--- config.mk ---
export PLATFORM = sky130hd
export DESIGN_NAME = sync_track
export DESIGN_NICKNAME = d
export VERILOG_FILES = /design/src/rtl/vga_timing_pkg.sv /design/src/rtl/sync_pipe.sv /design/src/rtl/sync_track.sv
export SDC_FILE = /design/constraint.sdc
export NUM_CORES = 1
export LEC_CHECK = 0
export ABC_CLOCK_PERIOD_IN_PS = 3600
export BUFFER_PORTS_ARGS = -buffer_cell sky130_fd_sc_hd__buf_4
export CORE_ASPECT_RATIO = 1.5
export CORE_UTILIZATION = 55
export DETAILED_ROUTE_END_ITERATION = 10
export HOLD_SLACK_MARGIN = 0.02
export PLACE_DENSITY = 0.79
export SYNTH_ARGS = -nofsm -noshare
export SYNTH_HDL_FRONTEND = slang
export SYNTH_SLANG_ARGS = --single-unit
--- constraint.sdc ---
create_clock -name i_clk -period 3.6 [get_ports i_clk]
set_input_delay 0.72 -clock i_clk [delete_from_list [all_inputs] [get_ports i_clk]]
set_output_delay 0.72 -clock i_clk [all_outputs]
set_load 0.01 [all_outputs]
--- src/rtl/vga_timing_pkg.sv ---
// Purpose: shared lock-FSM encoding and default 640x480@60 raster constants for the sync tracker.
// Latency: n/a (types and constants only).
// Backpressure: n/a.
// Contents: lock_state_t, VGA_* timing defaults, GOOD_W, sync_idle() helper.
package vga_timing_pkg;

  // Default 640x480 raster, totals include blanking.
  localparam int VGA_TOTAL_COLS  = 800;
  localparam int VGA_TOTAL_ROWS  = 525;
  localparam int VGA_ACTIVE_COLS = 640;
  localparam int VGA_ACTIVE_ROWS = 480;
  localparam int VGA_COL_W       = 10;
  localparam int VGA_ROW_W       = 10;

  // Width of the consecutive-good-frame counter (LOCK_FRAMES tops out at 15).
  localparam int GOOD_W = 4;

  typedef enum logic [1:0] {
    ST_UNLOCKED = 2'd0,
    ST_ACQUIRE  = 2'd1,
    ST_LOCKED   = 2'd2
  } lock_state_t;

  // Idle (deasserted) level of a sync whose active level is pol.
  function automatic logic sync_idle(input bit pol);
    return ~pol;
  endfunction

endpackage

--- src/rtl/sync_pipe.sv ---
// Purpose: fixed-depth delay line for one sync signal, reset to its idle level.
// Latency: DEPTH clocks from i_sync to o_sync.
// Backpressure: none; one sample accepted every clock.
// Ports: i_clk, i_rst_n (async active-low), i_sync in; o_sync = last stage,
//        o_pre = stage feeding o_sync (i_sync itself when DEPTH == 1).
module sync_pipe
  import vga_timing_pkg::*;
#(
  parameter int DEPTH = 1,
  parameter bit POL   = 1'b1
) (
  input  logic i_clk,
  input  logic i_rst_n,
  input  logic i_sync,
  output logic o_sync,
  output logic o_pre
);

  logic [DEPTH-1:0] r_stage;
  // w_chain[0] is the raw input, w_chain[k] is stage k-1; lets DEPTH == 1 share the same code.
  logic [DEPTH:0]   w_chain;

  assign w_chain = {r_stage, i_sync};

  always_ff @(posedge i_clk or negedge i_rst_n) begin
    if (!i_rst_n) begin
      r_stage <= {DEPTH{sync_idle(POL)}};
    end else begin
      r_stage <= w_chain[DEPTH-1:0];
    end
  end

  assign o_sync = w_chain[DEPTH];
  assign o_pre  = w_chain[DEPTH-1];

endmodule

--- src/rtl/sync_track.sv ---
// Purpose: delays incoming h/v syncs, tracks raster position and qualifies frame timing (lock/err).
// Latency: syncs SYNC_DELAY clocks; counters aligned so (0,0) is the first cycle o_vsync is asserted.
// Backpressure: none; free-running on every pixel clock.
// Ports: i_clk, i_rst_n, i_hsync, i_vsync in; o_hsync, o_vsync, o_col_count, o_row_count,
//        o_active, o_locked, o_err (1-clock pulse), o_frame_cnt (8-bit wrapping) out.
module sync_track
  import vga_timing_pkg::*;
#(
  parameter int TOTAL_COLS  = VGA_TOTAL_COLS,
  parameter int TOTAL_ROWS  = VGA_TOTAL_ROWS,
  parameter int ACTIVE_COLS = VGA_ACTIVE_COLS,
  parameter int ACTIVE_ROWS = VGA_ACTIVE_ROWS,
  parameter int COL_W       = VGA_COL_W,
  parameter int ROW_W       = VGA_ROW_W,
  parameter int SYNC_DELAY  = 1,
  parameter bit HSYNC_POL   = 1'b1,
  parameter bit VSYNC_POL   = 1'b1,
  parameter int LOCK_FRAMES = 2
) (
  input  logic             i_clk,
  input  logic             i_rst_n,
  input  logic             i_hsync,
  input  logic             i_vsync,
  output logic             o_hsync,
  output logic             o_vsync,
  output logic [COL_W-1:0] o_col_count,
  output logic [ROW_W-1:0] o_row_count,
  output logic             o_active,
  output logic             o_locked,
  output logic             o_err,
  output logic [7:0]       o_frame_cnt
);

  localparam logic [COL_W-1:0]  LP_COL_LAST = COL_W'(TOTAL_COLS - 1);
  localparam logic [ROW_W-1:0]  LP_ROW_LAST = ROW_W'(TOTAL_ROWS - 1);
  localparam logic [COL_W-1:0]  LP_COL_ACT  = COL_W'(ACTIVE_COLS);
  localparam logic [ROW_W-1:0]  LP_ROW_ACT  = ROW_W'(ACTIVE_ROWS);
  localparam logic [GOOD_W-1:0] LP_LOCK_N   = GOOD_W'(LOCK_FRAMES);

  // Reset: asserts asynchronously, releases two clocks after i_rst_n rises so every
  // flop leaves reset on the same edge.
  logic [1:0] r_rst_sync;
  logic       w_rst_n;

  always_ff @(posedge i_clk or negedge i_rst_n) begin
    if (!i_rst_n) begin
      r_rst_sync <= 2'b00;
    end else begin
      r_rst_sync <= {r_rst_sync[0], 1'b1};
    end
  end

  assign w_rst_n = r_rst_sync[1];

  // Sync delay lines.
  logic w_vs_pre;
  // hsync is delayed only; its pre-output stage has no consumer.
  logic w_hs_pre_unused;

  sync_pipe #(
    .DEPTH (SYNC_DELAY),
    .POL   (HSYNC_POL)
  ) u_hs_pipe (
    .i_clk   (i_clk),
    .i_rst_n (w_rst_n),
    .i_sync  (i_hsync),
    .o_sync  (o_hsync),
    .o_pre   (w_hs_pre_unused)
  );

  sync_pipe #(
    .DEPTH (SYNC_DELAY),
    .POL   (VSYNC_POL)
  ) u_vs_pipe (
    .i_clk   (i_clk),
    .i_rst_n (w_rst_n),
    .i_sync  (i_vsync),
    .o_sync  (o_vsync),
    .o_pre   (w_vs_pre)
  );

  // Frame start = vsync about to assert at the output. Loading zero on this cycle puts
  // (0,0) on the counters in the first cycle o_vsync is asserted.
  logic w_fs;
  assign w_fs = (w_vs_pre == VSYNC_POL) && (o_vsync != VSYNC_POL);

  // Raster position counters, freewheeling between frame starts.
  logic [COL_W-1:0] r_col;
  logic [ROW_W-1:0] r_row;
  logic             w_col_wrap;
  logic             w_wrap;

  assign w_col_wrap = (r_col == LP_COL_LAST);
  assign w_wrap     = w_col_wrap && (r_row == LP_ROW_LAST);

  always_ff @(posedge i_clk or negedge w_rst_n) begin
    if (!w_rst_n) begin
      r_col <= '0;
      r_row <= '0;
    end else if (w_fs) begin
      r_col <= '0;
      r_row <= '0;
    end else if (w_col_wrap) begin
      r_col <= '0;
      r_row <= (r_row == LP_ROW_LAST) ? '0 : r_row + ROW_W'(1);
    end else begin
      r_col <= r_col + COL_W'(1);
    end
  end

  assign o_col_count = r_col;
  assign o_row_count = r_row;
  // Gated by reset so every output reads 0 while reset is held.
  assign o_active    = w_rst_n && (r_col < LP_COL_ACT) && (r_row < LP_ROW_ACT);

  // Frame counter.
  logic [7:0] r_frame_cnt;

  always_ff @(posedge i_clk or negedge w_rst_n) begin
    if (!w_rst_n) begin
      r_frame_cnt <= 8'd0;
    end else if (w_fs) begin
      r_frame_cnt <= r_frame_cnt + 8'd1;
    end
  end

  assign o_frame_cnt = r_frame_cnt;

  // Lock qualification. Frame start and wrap point on the same cycle is one good frame;
  // either one alone is a mismatch.
  logic w_good;
  logic w_mismatch;

  assign w_good     = w_fs && w_wrap;
  assign w_mismatch = w_fs ^ w_wrap;

  lock_state_t       r_state;
  lock_state_t       w_state_nxt;
  logic [GOOD_W-1:0] r_good;
  logic [GOOD_W-1:0] w_good_nxt;
  logic [GOOD_W-1:0] w_good_inc;
  logic              r_locked;
  logic              w_locked_nxt;
  logic              w_err;

  assign w_good_inc = r_good + GOOD_W'(1);

  // State register.
  always_ff @(posedge i_clk or negedge w_rst_n) begin
    if (!w_rst_n) begin
      r_state  <= ST_UNLOCKED;
      r_good   <= '0;
      r_locked <= 1'b0;
    end else begin
      r_state  <= w_state_nxt;
      r_good   <= w_good_nxt;
      r_locked <= w_locked_nxt;
    end
  end

  // Next-state logic.
  always_comb begin
    w_state_nxt = r_state;
    w_good_nxt  = r_good;
    case (r_state)
      ST_UNLOCKED: begin
        if (w_fs) begin
          w_state_nxt = ST_ACQUIRE;
          w_good_nxt  = '0;
        end
      end
      ST_ACQUIRE: begin
        if (w_good) begin
          w_good_nxt = w_good_inc;
          if (w_good_inc == LP_LOCK_N) begin
            w_state_nxt = ST_LOCKED;
          end
        end else if (w_mismatch) begin
          w_good_nxt = '0;
        end
      end
      ST_LOCKED: begin
        if (w_mismatch) begin
          w_state_nxt = ST_ACQUIRE;
          w_good_nxt  = '0;
        end
      end
      default: begin
        w_state_nxt = ST_UNLOCKED;
        w_good_nxt  = '0;
      end
    endcase
  end

  // Outputs. o_locked is registered from the next state so it tracks r_state exactly.
  always_comb begin
    w_err        = w_mismatch && (r_state != ST_UNLOCKED);
    w_locked_nxt = (w_state_nxt == ST_LOCKED);
  end

  assign o_err    = w_err;
  assign o_locked = r_locked;

endmodule

==> results.yml, run 1 <==
finish:
  antennaDiodeCount: 0
  drive_above_1_share_pct: 22.4
  syn2layout_area_growth_pct: 20.0
  layout_common_cells: "buf_4 (39), dfrtp_1 (39), nand2_1 (23)"
  nNetsFinal: 261
placement:
  globalplace.congestion: 0.778
  io_buffer_count: 36
  dp_slack_ns: 0.819
  dpl.hpwl_um: 2870
worst_setup_path:
  path_max_fanout: 6
  worst_ep_required_time_ns: 2.88
  start_kind: "flip-flop"
  reg2reg_slack_ns: 0.81
  critPathArrivalTime_ns: 2.39
  end_kind: "primary output"
  timing.rr.end: "o_locked"
  reg2reg_from: "o_col_count[0]"
  critPathKind: "reg2out"
  r2r_cells: 10
yosys:
  syn-cell-area_um2: 2040
  ys_types: 39
  synth_warnings: 0
  syn-instance-count: 204
  avgSynthCellArea_um2: 10.0
  syn_nets: 219
  ys_ff_latch: 39
  synthArstFlopShare_pct: 100
  synth_flop_cell: "dfrtp_1"
  ys_seq_area_share_pct: 47.8
  synth-edff-count: 0
detailed_routing:
  vias: 1596
  via_per_inst: 5.54
  ant_nets: 0
  drt-total-wl_um: 3920
  highest_layer: "met4"
  firstDrtPassIters: 4
  wl_met2_um: 2060
  drc: 0
  m1WireLength_um: 1610
  met3_wirelength_um: 130
  wl_per_cell_um: 13.6
  drtIter0Drc: 30
clocking:
  clock_path_buffers: 2
  clkTransAtPathRegs_ns: 0.07
  cts_hold_buf: 0
  cts_tree: "built"
  insertion_delay_ns: 0.29
  ctsHtreeMaxLevel: 2
  cts_resized: 0
  cts_root_buffer: "clkbuf_8"
  cts_buffers: 5
  cts_num_sinks: 39
  post_cts_buffers: 0
global_routing:
  grt_max_degree: 38
  grt_overflow: 0
  track_usage_pct: 23.7
  antenna_found_initial: 0
  grt_pass1_vias: 1597
  grt_pass1_wl_um: 6990
timing:
  setup_viol: 0
  max_freq_mhz: 322
  drv_slew: 0
  clock-skew-final_ns: 0.00782
  final_min_period_over_clock_period_pct: 86.3
  tns_ns: 0
  rsz0062_at_grt: "no"
  tightest_slew_ns: 0.673
  setup_ws_ns: 0.495
  relSlewSlack_pct: 55.2
  layout_min_cycle_time_ns: 3.11
  hold_viol: 0
die:
  coreArea_um2: 3480
  start_util_pct: 58.7
  die_area_um2: 3970
  die_w_um: 51.8
  io-pin-count: 37
  rows: 26
  die_h_um: 76.7
run_status:
  outcome: "finished, final reports clean"
min_path:
  hp-class: "in2async"
power_and_ir_drop:
  p_comb_share_pct: 24.9
  ir_drop_uv: 409
  p_sw_uw: 356
  p_int_uw: 779
  swShare_pct: 31.4
  p_clk_share_pct: 25.8
  power_density_nw_per_um2: 463
  p_leak_nw: 1.14
  pwr-share-seq_pct: 49.3
run:
  cap_viol_max_count: 0
==> routing by layer <==
metal	vias to the layer above	track usage (%)
met3	11	4.76
met5	-	0
li1	785	-
met1	768	27.8
met2	32	39.4
met4	0	12.4
==> worst max-delay path, cell delays in order (launching register included) <==
cell     delay [ns]
dfrtp_1        0.41
ha_1           0.26
nand4_2        0.18
or3_1          0.51
nor2_1         0.18
ha_1           0.29
nor2b_1        0.15
buf_4          0.14
==> cells by family (layout without fill, tap and decap cells) <==
logic type               count (synthesis)  count (layout)  share of synthesized area, %
AND/OR/NAND/NOR                         88              88                          23.0
flip-flops                              39              39                          47.8
AO/OA/AOI/OAI                           33              33                          11.3
XOR/XNOR                                18              18                          7.72
buffers and inverters                   13              55                          2.88
adder cells (fa/ha/maj)                 11              11                          6.74
other                                    1               1                         0.184
multiplexers                             1               1                         0.490
==> metrics by stage <==
stage	total power, mW	std cells	utilization (%)	cell area [um^2]	hold slack (ns)
after CTS	1.15	288	70.4	2450	0.192
after floorplan	0.729	204	-	2040	0.331
after detailed placement	0.851	281	67.9	2360	0.340
final	1.14	288	70.4	2450	0.201
after global routing	1.20	288	70.4	2450	0.190
after global placement	0.846	281	67.9	2360	0.336
==> worst max-delay path by stage <==
stage | startpoint | slack [ns] | cells past startpoint | to
floorplan | o_col_count[0] | 1.01 | 7 | o_err
global route | o_row_count[0] | 0.33 | 8 | o_err
detailed placement | o_col_count[0] | 0.82 | 7 | o_err
CTS | o_col_count[0] | 0.49 | 7 | o_err
finish | o_col_count[0] | 0.49 | 7 | o_err
global placement | o_col_count[0] | 0.87 | 7 | o_err
==> cell usage after synthesis (4+ instances only) <==
master / n / area (um^2)
and3_1: 4 / 25.0
dfrtp_1: 39 / 976
ha_1: 11 / 138
inv_1: 8 / 30.0
nand2_1: 23 / 86.3
nand3_1: 11 / 55.1
nand4_1: 7 / 43.8
nor2_1: 20 / 75.1
nor2b_1: 6 / 37.5
o21ai_0: 18 / 90.1
xnor2_1: 9 / 78.8
xor2_1: 9 / 78.8
==> power by group through the flow <==
stage               Combinational (mW)  Clock [mW]  Sequential, mW
global route                     0.315       0.319           0.565
finish                           0.283       0.293           0.559
global placement                 0.281           0           0.565
floorplan                        0.146           0           0.583
CTS                              0.286       0.303           0.558
detailed placement               0.283           0           0.567
==> cell type report <==
cell class,instances,area (um^2)
Clock buffer,6,82.6
Clock inverter,1,5.00
Fill cell,262,1030
Inverter,9,33.8
Multi-Input combinational cell,152,1010
Sequential cell,39,976
Tap cell,42,52.6
Timing Repair Buffer,39,293
==> registers in the layout, indices dropped and copies added (netlist names) <==
register	count
r_good	4
r_rst_sync	2
u_hs_pipe.o_sync	1
o_row_count	10
o_col_count	10
u_vs_pipe.o_sync	1
r_state	2
o_frame_cnt	8
o_locked	1
Power figures use the tool's default switching activity.
==> run 2: changes to the inputs <==
--- a/config.mk
+++ b/config.mk
@@ -13,3 +13,3 @@
 export HOLD_SLACK_MARGIN = 0.02
-export PLACE_DENSITY = 0.79
+export PLACE_DENSITY = 0.88
 export SYNTH_ARGS = -nofsm -noshare
--- a/constraint.sdc
+++ b/constraint.sdc
@@ -3,2 +3,2 @@
 set_output_delay 0.72 -clock i_clk [all_outputs]
-set_load 0.01 [all_outputs]
+set_load 0.02 [all_outputs]
==> results.yml, run 2 (synthesis gave the netlist of run 1 again) <==
timing:
  tightest_slew_ns: 0.686
  setup_viol: 0
  relSlewSlack_pct: 54.3
  drv_slew: 0
  clock-skew-final_ns: 0.00946
  layout_min_cycle_time_ns: 3.23
  tns_ns: 0
  hold_viol: 0
  final_min_period_over_clock_period_pct: 89.8
  rsz0062_at_grt: "no"
  max_freq_mhz: 309
global_routing:
  grt_pass1_wl_um: 7420
  grt_util_met1_pct: 28.5
  top_usage_layer: "met2"
  antenna_found_initial: 0
  grt_max_degree: 38
  grt_pass1_vias: 1637
  gr-usage-met2_pct: 44.3
  grtUsageMet3_pct: 5.75
  grt_overflow: 0
  track_usage_pct: 25.0
worst_setup_path:
  worst_ep_required_time_ns: 2.88
  cp_cell_sequence: "inv_1 > ha_1 > nor4bb_1 > nand3_1 > nor2_1 > ha_1 > nor2b_1 > buf_4"
  slowest_stage: "dfrtp_1"
  path_common_cell: "ha_1"
  cp_slowest_stage_delay_ns: 0.43
  reg2reg_from: "o_row_count[0]"
  path_depth: 8
  cp.buffers_inverters: 2
  path_max_fanout: 5
  crit_family: "simple AND/OR/NAND/NOR gates"
  timing.rr.end: "r_good[2]"
  startpoint: "o_row_count[0]"
  critPathArrivalTime_ns: 2.51
  reg2reg_slack_ns: 0.66
  r2r_cells: 11
  start_kind: "flip-flop"
  crit_end: "o_err"
  critPathKind: "reg2out"
  end_kind: "primary output"
power_and_ir_drop:
  p_comb_share_pct: 25.9
  p_leak_nw: 1.15
  p_clk_share_pct: 30.3
  p_int_uw: 859
  ir_drop_uv: 503
  p_sw_uw: 428
  pwr-share-seq_pct: 43.9
  swShare_pct: 33.3
  power_density_nw_per_um2: 520
clocking:
  insertion_delay_ns: 0.30
  cts_resized: 0
  ctsHtreeMaxLevel: 2
  cts_root_buffer: "clkbuf_8"
  cts_tree: "built"
  post_cts_buffers: 0
  cts_num_sinks: 39
  cts_buffers: 5
  clkTransAtPathRegs_ns: 0.08
  cts_hold_buf: 0
  clock_path_buffers: 2
detailed_routing:
  drtIter0Drc: 52
  wl_per_cell_um: 15.2
  ant_nets: 0
  vias: 1653
  firstDrtPassIters: 4
  drc: 0
  via_per_inst: 5.74
  drt-total-wl_um: 4370
finish:
  drive_above_1_share_pct: 22.4
  instances_no_fill: 288
  layout_commonest_cell: "dfrtp_1"
  finalCoreUtilization_pct: 71.2
  syn2layout_area_growth_pct: 21.2
  layout_common_cells: "dfrtp_1 (39), buf_4 (38), nand2_1 (23)"
  nNetsFinal: 260
  antennaDiodeCount: 0
min_path:
  hp-class: "in2async"
run_status:
  outcome: "finished, final reports clean"
run:
  cap_viol_max_count: 0
placement:
  globalplace.congestion: 0.878
  dp.cells: 280
  dpl.hpwl_um: 2980
  io_buffer_count: 36
die:
  rows: 26
  io-pin-count: 37
  die_area_um2: 3970
  die_h_um: 76.7
  die_w_um: 51.8
  start_util_pct: 58.7
  coreArea_um2: 3480
-- run 2: changes by cell type in the layout (fill, tap and decap cells not counted) --
cell       change
buf_4          -1
inv_6          +1
bufinv_16      +1
clkinv_2       -1
-- run 2: per-layer routing --
| metal | part of all wire, % | vias up |
|---|---|---|
| met2 | 55 | 42 |
| met5 | 0 | - |
| met4 | 1.7 | 0 |
| met3 | 4.1 | 9 |
| met1 | 39 | 816 |
| li1 | - | 786 |
-- run 2: area by class of cell --
type | count | area (um^2)
clock inverter | 2 | 38.8
timing repair buffer | 38 | 285
clock buffer | 6 | 82.6
fill | 246 | 1000
sequential | 39 | 976
inverter | 9 | 33.8
multi-input combinational | 152 | 1010
tap | 42 | 52.6
-- run 2: worst min path at each step --
| stage | cells past startpoint | to | slack [ns] |
|---|---|---|---|
| after detailed placement | 0 | r_rst_sync[1] | 0.35 |
| after CTS | 1 | r_rst_sync[1] | 0.19 |
| after global placement | 0 | r_rst_sync[1] | 0.34 |
| after floorplan | 0 | r_rst_sync[1] | 0.33 |
| after global routing | 1 | r_rst_sync[1] | 0.18 |
| final | 1 | r_rst_sync[1] | 0.18 |
-- run 2: power groups by stage --
stage	sequential, mW	combinational (mW)	clock (mW)
global route	0.574	0.369	0.408
detailed placement	0.571	0.322	0
floorplan	0.617	0.148	0
global placement	0.565	0.318	0
finish	0.565	0.333	0.390
CTS	0.564	0.334	0.392
-- run 2: worst register-to-register path, cell delays in order (launching register included) --
cell and delay (ns):
dfrtp_1 0.43, inv_1 0.13, ha_1 0.17, nor4bb_1 0.39, nand3_1 0.32, nor2_1 0.18
ha_1 0.29, nor2b_1 0.20, o21ai_0 0.17, a21bo_2 0.26, o21ai_0 0.21, o2bb2ai_1 0.14
-- run 2: metrics by stage --
step | hold WS (ns) | total power [mW] | setup WS [ns] | area (um^2)
floorplan | 0.331 | 0.765 | 0.833 | 2040
global placement | 0.343 | 0.882 | 0.797 | 2360
detailed placement | 0.348 | 0.892 | 0.761 | 2360
CTS | 0.186 | 1.29 | 0.391 | 2480
global route | 0.180 | 1.35 | 0.242 | 2480
finish | 0.184 | 1.29 | 0.368 | 2480
==> run 3: changes to the inputs <==
MAX_ROUTING_LAYER = met4   (was default)
SYNTH_HIERARCHICAL = 1   (was default)
==> results.yml, run 3 <==
run_status:
  outcome: "finished, final reports clean"
worst_setup_path:
  critPathKind: "reg2out"
  start_kind: "flip-flop"
  reg2reg_from: "o_col_count[0]"
  slowest_stage: "dfrtp_1"
  crit_family: "simple AND/OR/NAND/NOR gates"
  timing.rr.end: "o_locked"
  r2r_cells: 9
  cp_cell_sequence: "ha_1 > and4_1 > nand3_1 > nor2_1 > ha_1 > inv_1 > nor2_1 > buf_4"
  worst_ep_required_time_ns: 2.88
  path_max_fanout: 7
  reg2reg_slack_ns: 1.12
  critPathArrivalTime_ns: 2.26
  cp_slowest_stage_delay_ns: 0.43
  end_kind: "primary output"
  cp.buffers_inverters: 2
power_and_ir_drop:
  p_clk_share_pct: 26.1
  power_density_nw_per_um2: 506
  p_leak_nw: 1.15
  p_comb_share_pct: 27.8
  p_sw_uw: 415
  pwr-share-seq_pct: 46.1
  swShare_pct: 33.6
  ir_drop_uv: 364
  p_int_uw: 819
finish:
  multiInputGateArea_um2: 983
  drive_above_1_share_pct: 23.9
  layout_commonest_cell: "dfrtp_1"
  antennaDiodeCount: 0
  nNetsFinal: 252
  syn2layout_area_growth_pct: 20.7
  instances_no_fill: 280
  fill_cells: 285
  ff_latch_area_um2: 976
  finalCoreUtilization_pct: 70.7
  layout_common_cells: "dfrtp_1 (39), buf_4 (38), nor2_1 (19)"
die:
  start_util_pct: 58.6
  die_h_um: 76.2
  io-pin-count: 37
  coreArea_um2: 3450
  rows: 26
  die_area_um2: 3930
  die_w_um: 51.5
timing:
  setup_viol: 0
  max_freq_mhz: 336
  tns_ns: 0
  hold_viol: 0
  clock-skew-final_ns: 0.00499
  layout_min_cycle_time_ns: 2.98
  drv_slew: 0
  setup_ws_ns: 0.620
  rsz0062_at_grt: "no"
  final_min_period_over_clock_period_pct: 82.8
yosys:
  syn-cell-area_um2: 2020
  synth_warnings: 6
  syn-instance-count: 195
  avgSynthCellArea_um2: 10.4
  syn_nets: 210
clocking:
  post_cts_buffers: 0
  ctsHtreeMaxLevel: 2
  cts_resized: 0
  cts_tree: "built"
  cts_buffers: 5
  insertion_delay_ns: 0.29
  cts_num_sinks: 39
  cts_root_buffer: "clkbuf_8"
  clkTransAtPathRegs_ns: 0.07
  clock_path_buffers: 2
  cts_hold_buf: 0
placement:
  dpl.hpwl_um: 3030
  io_buffer_count: 36
  globalplace.congestion: 0.931
  dp.cells: 272
  dp_slack_ns: 0.959
detailed_routing:
  drc: 0
  ant_nets: 0
  drtIter0Drc: 51
  wl_per_cell_um: 15.2
  via_per_inst: 5.81
  firstDrtPassIters: 4
  vias: 1628
  drt-total-wl_um: 4260
global_routing:
  grt_max_degree: 39
  grt_pass1_wl_um: 7110
  track_usage_pct: 24.3
  grt_pass1_vias: 1643
  grt_overflow: 0
  antenna_found_initial: 0
run:
  cap_viol_max_count: 0
min_path:
  hp-class: "in2async"
[run 3: metal layers]
layer | vias up | GRT usage [%] | routed length [um]
li1 | 764 | - | -
met1 | 808 | 27.6 | 1740
met2 | 48 | 40.1 | 2270
met3 | 8 | 4.99 | 164
met4 | 0 | 10.8 | 82
met5 | - | - | 0
[run 3: cell type report]
cell class,instances,area share (%)
multi-input cells,142,40.3
flip-flops and latches,39,40.0
repair buffers,38,11.7
clock buffers,8,4.10
well taps,42,2.15
inverters,11,1.69
[run 3: worst max path at each step]
stage	startpoint	to	slack (ns)	cells past startpoint
after floorplan	o_col_count[0]	o_err	0.97	7
after global placement	i_vsync	o_err	1.02	8
after detailed placement	o_col_count[0]	o_err	0.96	8
after CTS	o_col_count[0]	o_err	0.63	8
after global routing	o_col_count[0]	o_err	0.51	8
final	o_col_count[0]	o_err	0.62	8
[run 3: per-stage QoR]
stage | area [um^2] | total power, mW | hold slack [ns]
floorplan | 2020 | 0.783 | 0.331
global placement | 2340 | 0.909 | 0.297
detailed placement | 2340 | 0.922 | 0.319
CTS | 2440 | 1.25 | 0.188
global route | 2440 | 1.30 | 0.189
finish | 2440 | 1.23 | 0.200
[run 3: power groups by stage]
stage / clock, mW / combinational, mW / sequential, mW
finish: 0.322 / 0.343 / 0.569
global route: 0.344 / 0.377 / 0.580
CTS: 0.332 / 0.347 / 0.568
detailed placement: 0 / 0.345 / 0.577
global placement: 0 / 0.335 / 0.574
floorplan: 0 / 0.153 / 0.630
